[src/rtl/rx_bit_frontend.sv]
// rx_bit_frontend
// Serial HDLC receive front end. Samples one line bit per enabled clock
// edge, detects flags (8'h7E), aborts (seven consecutive 1s) and stuffed
// zeros, and reassembles destuffed data bytes LSB first.
//
// Received bits pass through an 8-bit window (det) before being treated as
// data. This delay is what lets a closing flag retract its own leading bits:
// when the flag completes, every bit still in the window belongs to the flag
// and is dropped by clearing the per-bit valid mask (vld).
//
// Ports
//   Clk            : clock, all state updates on the rising edge
//   Rst            : synchronous active-high reset, overrides RxEN
//   Rx             : serial line bit, LSB of each byte first
//   RxEN           : bit enable, Rx is sampled only when high
//   Rx_Data        : last assembled destuffed byte, first received bit at bit 0
//   Rx_NewByte     : one-cycle strobe, Rx_Data just updated
//   Rx_FlagDetect  : one-cycle strobe, flag received
//   Rx_AbortDetect : one-cycle strobe, seventh consecutive 1 received
//   ZeroDetect     : one-cycle strobe, stuffed zero removed
//   Rx_EoF         : one-cycle strobe, byte-aligned frame closed by a flag
//   Rx_FrameError  : one-cycle strobe, closing flag not byte-aligned
//   Rx_ValidFrame  : level, receiver is inside a frame (FSM state FRAME)
module rx_bit_frontend (
  input  logic       Clk,
  input  logic       Rst,
  input  logic       Rx,
  input  logic       RxEN,
  output logic [7:0] Rx_Data,
  output logic       Rx_NewByte,
  output logic       Rx_FlagDetect,
  output logic       Rx_AbortDetect,
  output logic       ZeroDetect,
  output logic       Rx_EoF,
  output logic       Rx_FrameError,
  output logic       Rx_ValidFrame
);

  typedef enum logic {
    HUNT  = 1'b0,
    FRAME = 1'b1
  } state_t;

  state_t     state;
  logic [7:0] det;
  logic [7:0] vld;
  logic [2:0] onesCnt;
  logic [2:0] bitCnt;
  logic       gotByte;
  logic [7:0] shiftReg;

  logic [7:0] detNext;
  logic       isFlag;
  logic       isStuff;
  logic       isAbort;
  logic       inFrame;
  logic       takeBit;
  logic [7:0] byteNext;
  logic       byteDone;
  logic [2:0] bitCntNext;
  logic       gotByteNext;
  logic       vBit;

  // The FSM state is visible directly as the frame-valid level.
  assign Rx_ValidFrame = (state == FRAME);

  always_comb begin
    detNext     = {Rx, det[7:1]};
    isFlag      = (detNext == 8'h7E);
    isStuff     = !Rx && (onesCnt == 3'd5);
    isAbort     = Rx && (onesCnt == 3'd6);
    inFrame     = (state == FRAME);
    // An abort discards the frame, so the bit leaving the window on that
    // same edge is not allowed to complete a byte.
    takeBit     = inFrame && vld[0] && !isAbort;
    byteNext    = {det[0], shiftReg[7:1]};
    byteDone    = takeBit && (bitCnt == 3'd7);
    bitCntNext  = takeBit ? bitCnt + 3'd1 : bitCnt;
    gotByteNext = gotByte || byteDone;
    vBit        = inFrame && !isStuff;
  end

  always_ff @(posedge Clk) begin
    if (Rst) begin
      state          <= HUNT;
      det            <= 8'h00;
      vld            <= 8'h00;
      onesCnt        <= 3'd0;
      bitCnt         <= 3'd0;
      gotByte        <= 1'b0;
      shiftReg       <= 8'h00;
      Rx_Data        <= 8'h00;
      Rx_NewByte     <= 1'b0;
      Rx_FlagDetect  <= 1'b0;
      Rx_AbortDetect <= 1'b0;
      ZeroDetect     <= 1'b0;
      Rx_EoF         <= 1'b0;
      Rx_FrameError  <= 1'b0;
    end else begin
      Rx_NewByte     <= 1'b0;
      Rx_FlagDetect  <= 1'b0;
      Rx_AbortDetect <= 1'b0;
      ZeroDetect     <= 1'b0;
      Rx_EoF         <= 1'b0;
      Rx_FrameError  <= 1'b0;

      if (RxEN) begin
        det            <= detNext;
        onesCnt        <= Rx ? ((onesCnt == 3'd7) ? 3'd7 : onesCnt + 3'd1) : 3'd0;
        ZeroDetect     <= isStuff;
        Rx_FlagDetect  <= isFlag;
        Rx_AbortDetect <= isAbort;

        if (takeBit) begin
          shiftReg <= byteNext;
        end
        if (byteDone) begin
          Rx_Data    <= byteNext;
          Rx_NewByte <= 1'b1;
        end

        if (isFlag) begin
          // The bit leaving the window was handled above; the closing
          // decision uses the counts after that bit. The same flag opens
          // the next frame, so the state stays (or becomes) FRAME.
          vld     <= 8'h00;
          bitCnt  <= 3'd0;
          gotByte <= 1'b0;
          state   <= FRAME;
          if (inFrame) begin
            Rx_FrameError <= (bitCntNext != 3'd0);
            Rx_EoF        <= (bitCntNext == 3'd0) && gotByteNext;
          end
        end else if (isAbort) begin
          vld     <= 8'h00;
          bitCnt  <= 3'd0;
          gotByte <= 1'b0;
          state   <= HUNT;
        end else begin
          vld     <= {vBit, vld[7:1]};
          bitCnt  <= bitCntNext;
          gotByte <= gotByteNext;
        end
      end
    end
  end

endmodule

[config.mk]
export PLATFORM = sky130hd
export DESIGN_NAME = rx_bit_frontend
export DESIGN_NICKNAME = d
export VERILOG_FILES = /design/src/rtl/rx_bit_frontend.sv
export SDC_FILE = /design/constraint.sdc
export NUM_CORES = 1
export LEC_CHECK = 0
export CAP_MARGIN = 20
export CORE_MARGIN = 3
export CORE_UTILIZATION = 49
export CTS_CLUSTER_DIAMETER = 50
export CTS_CLUSTER_SIZE = 30
export DETAILED_ROUTE_END_ITERATION = 10
export GPL_ROUTABILITY_DRIVEN = 0
export PLACE_DENSITY = 0.73
export SKIP_CTS_REPAIR_TIMING = 1
export SYNTH_ARGS = -nofsm -noshare
export SYNTH_HDL_FRONTEND = slang
export SYNTH_SLANG_ARGS = --single-unit
[constraint.sdc]
create_clock -name Clk -period 1.4 [get_ports Clk]
set_input_delay 0.28 -clock Clk [delete_from_list [all_inputs] [get_ports Clk]]
set_output_delay 0.28 -clock Clk [all_outputs]
set_load 0.05 [all_outputs]
# Word level (Yosys, flattened, before mapping)
# Cells that the tools add are included.
# word_totals
out_inout_bits,15
in_bits,4
regBits,46
wordCells,55
# classes
n_reduce_logical,19
n_addsub,2
bitwise_logic,3
eq_ne,5
muxes,12
# ops
op,count
two-way mux 8 bit,2
two-way mux 3 bit,5
"equality test 3 bit, second input constant",4
"equality test 8 x 7 -> 1 bit, second input constant",1
logical AND 1 bit,7
"adder 3 x 1 -> 3 bit, second input constant",2
AND reduction 2 bit,3
two-way mux 1 bit,5
OR reduction 4 bit,1
zero test 1 bit,3
zero test 3 bit,1
inverter 1 bit,3
nonzero test 3 bit,1
nonzero test 2 bit,1
OR reduction 2 bit,1
logical OR 1 bit,1

# Logic depth before layout (Yosys ltp)
# depth
ltp_word,8
depth_mapped,8

# Worst setup path after synthesis
# Ideal clock, no wire load.
# synth_timing
path_kind,flip-flop to flip-flop
start,reg state (netlist: Rx_ValidFrame)
end,reg shiftReg[5]
path_buffers,2
path_slack_ns,-0.297
t_required_ns,1.272
t_arrival_ns,1.569
period_less_slack_ns,1.697
path_stages_with_launch,7
path_cell_list,dfxtp_1 and2_1 and3_1 buf_4 buf_6 mux2i_1 nor2_1
# synth_via
elab_chain_len,3
# synth_lines
element,line,text
start: declaration,44,state_t state;
start signal: assignment,85,state <= HUNT;
start signal: assignment,129,state <= FRAME;
start signal: assignment,138,state <= HUNT;
logical AND 1 bit (2 in a row),75,takeBit = inFrame && vld[0] && !isAbort;
AND reduction 2 bit (no line),n/a,
end signal: assignment,115,shiftReg <= byteNext;
end: declaration,50,logic [7:0] shiftReg;
# Every way passes these cells.
# A chain may end at the register's enable or synchronous reset.

# Final worst setup path
# layout_timing
start,reg onesCnt[0]
end,reg vld[4]
# layout_via
elab_chain_len,4
# layout_lines
element,line,text
start: declaration,47,logic [2:0] onesCnt;
start signal: assignment,109,onesCnt <= Rx ? ((onesCnt == 3'd7) ? 3'd7 : onesCnt + 3'd1) : 3'd0;
equality test 3 bit,71,isAbort = Rx && (onesCnt == 3'd6);
logical AND 1 bit,71,
two-way mux 8 bit,134,end else if (isAbort) begin
two-way mux 8 bit,122,if (isFlag) begin
end signal: assignment,140,"vld <= {vBit, vld[7:1]};"
end: declaration,46,logic [7:0] vld;
# Every way passes these cells.

==> key figures <==
Outcome
  • Run status: finished, violations left
  • Failing checks: negative setup slack

Timing
  • Final Setup Violations: 14
  • Worst clock skew: about 0.013 ns
  • Tightest Pin Transition: 0.316 ns
  • Max Fclk: just under 0.7 GHz
  • Rel. slew slack: 0.789
  • Post-route minimum period: about 1.5 ns
  • Unrepaired setup endpoints after global routing: true
  • Final hold violation count: 0
  • Final slew viol count: 0
  • PnR worst setup slack: -0.0859 ns
  • Final period util: 1.06
  • Hold Slack: approximately 0.34 ns

Drt
  • Antenna Nets Post-Route: 0
  • Total Wirelength: around 4 mm
  • Via count: 1477
  • Initial DRT Pass Iterations: 4
  • WL/cell: approximately 15 um
  • DRC viols: 0
  • Initial DRC Count: 81
  • Vias/cell: roughly 5.5

Synthesis
  • Synthesized netlist cell count: between 150 and 200
  • Post-synth EDFFs: 0
  • Synth area leaders: dfxtp_1 51%, mux2i_1 8.5%, nor2_1 5.9%
  • YS warnings: 0
  • Top-count cell post-synth: dfxtp_1
  • Register area share after synthesis: 0.508
  • Async set-or-reset flop fraction in the synthesized netlist: 0
  • Syn Nets: around 200
  • Cell taking the most area after synthesis: dfxtp_1
  • Count of cell types in the netlist: 33
  • Area share of the largest cell type after synthesis: 0.508
  • Synthesized flop and latch total: 45
  • Area of the mapped netlist: 1770 um2
  • Commonest cells post-synth: 45 x dfxtp_1, 28 x nor2_1, 16 x a21oi_1
  • Dominant synthesized flop cell: dfxtp_1
  • Mean post-synth cell area: around 9.5 um2

Critical path
  • Data required time of the critical path: approximately 1.7 ns
  • Critical Path Max Stage Delay: ~0.36 ns
  • Critical Path Sink Type: register
  • Slowest CP cell: dfxtp_2
  • WP data arrival: ~1.8 ns
  • CP Class: reg -> reg
  • Crit path max-delay family: compound AO/OA/AOI/OAI gates
  • Cell Chain, Critical Path: inv_2 -> ha_4 -> and3_4 -> a211oi_4 -> clkbuf_16 -> a22oi_1 -> nor2_1
  • Worst-path fanout max: 5
  • Crit path buffers/inverters: 2
  • Worst Setup Start Kind: register

CTS
  • Num CTS Buffers: 5
  • H-tree lvl count: 2
  • Root Driver: clkbuf_4
  • CTS Sinks: 45
  • Clock latency on the worst-skew pair: roughly 0.36 ns
  • CTS tree: built
  • Clk pin slew, worst setup/hold paths: 0.13 ns
  • Longest Clk Path Bufs: 2

Pwr
  • Cell Pwr Density: 910 nW/um2
  • LEAKAGE: roughly 0.95 nW
  • Peak supply drop: around 630 uV
  • Final Power: between 2 and 2.5 mW

Place
  • Post-DP HPWL: ~2.7 mm
  • Setup WS pre-CTS: -0.494 ns
  • Port bufs: 18

Layout
  • Nets: 232
  • Area Overhead vs Synth: 39.0%
  • Final core utilization: 0.721
  • Layout cell share with drive strength beyond 1: 0.299
  • N_diodes: 0

Floorplan
  • Die H: roughly 66 um
  • IO Pins: 19
  • Core Rows: 21
  • DIE WIDTH: between 60 and 70 um
  • Initial Util: 0.519
  • Core area: ~3400 um2
  • DIE AREA: ~4400 um2

Global route
  • Number of global-route vias before repair: between 1000 and 1500
  • Initial antenna violation count: 0
  • Global-route wire length before repair: slightly below 6 mm
  • Total GRT Usage: 0.182
  • Aggregate global routing overflow: 0
  • Largest net degree at the start of global routing: 22

Worst hold path
  • Hold Path Class: in -> reg

Flow run
  • Maxcap violations: 0
[cells by family (layout without fill, tap and decap cells)]
| logic type | Yosys count | in the layout | share of synthesized area |
|---|---|---|---|
| AOI/OAI and AO/OA | 34 | 34 | 0.124 |
| adders and majority gates | 5 | 5 | 0.0353 |
| and+or+nand+nor | 72 | 73 | 0.200 |
| muxes | 15 | 15 | 0.0847 |
| DFF | 45 | 45 | 0.508 |
| buffers and inverters | 15 | 52 | 0.0480 |
[metal layers]
| metal | vias to the layer above | routed length, um | global-route usage |
|---|---|---|---|
| li1 | 724 | - | - |
| met4 | 0 | 81 | 0.0990 |
| met5 | - | 0 | 0 |
| met1 | 711 | 1610 | 0.192 |
| met2 | 35 | 2050 | 0.321 |
| met3 | 7 | 185 | 0.0544 |
[tightest hold or removal path, stage by stage]
cell and delay, ns:
dlymetal6s2s_1 0.21, nor2_1 0.12, nor3_1 0.05
[area by class of cell]
type                            instances  area [um2]
Fill cell                             253         953
Sequential cell                        45         907
Multi-Input combinational cell        127         870
Timing Repair Buffer                   40         528
Tap cell                               46        57.6
Clock buffer                            7        55.1
Clock inverter                          1        30.0
Inverter                                4        15.0
[worst paths after layout]
path,slack (ns),end,cells after the start,start
worst max-delay path,-0.09,vld[4],7,onesCnt[0]
worst min-delay path,0.34,onesCnt[2],3,Rx
worst max register to register,-0.09,vld[4],7,onesCnt[0]
worst min register to register,0.47,gotByte,2,gotByte
[cells in the final DEF (no fill, tap or decap), types with 2 or more instances in the layout]
master	count
dfxtp_1	42
buf_4	20
and3_4	2
mux2i_1	15
dfxtp_2	2
nor2_1	28
nand3_1	11
a211oi_4	2
a22oi_2	3
inv_1	3
nand3_2	3
clkdlybuf4s50_1	2
clkbuf_4	5
a22oi_1	4
a21oi_1	15
nand3b_1	2
o21ai_1	3
nor3_1	2
nand2_1	14
buf_12	16
ha_1	4
nand4b_1	2
[power by group]
part	internal, mW	switching [mW]	total, mW	leakage (nW)
combinational	0.0552	0.0644	0.120	0.536
sequential	1.28	0.00549	1.29	0.364
clock	0.427	0.404	0.830	0.0455
total	1.77	0.474	2.24	0.946
[stage by stage]
step	TNS, ns	cells	instance area, um2
floorplan	0	186	1800
global placement	-9.77	258	2270
detailed placement	-11.29	258	2270
CTS	-0.690	266	2350
global route	-1.59	270	2460
finish	-0.765	270	2460
[sequential cells by signal (all words and copies together) (netlist names), 3 cells and up]
| register | count |
|---|---|
| vld | 8 |
| det | 8 |
| bitCnt | 3 |
| shiftReg | 7 |
| Rx_Data | 8 |
| onesCnt | 3 |
No activity file was read; power rests on OpenSTA's default activity.
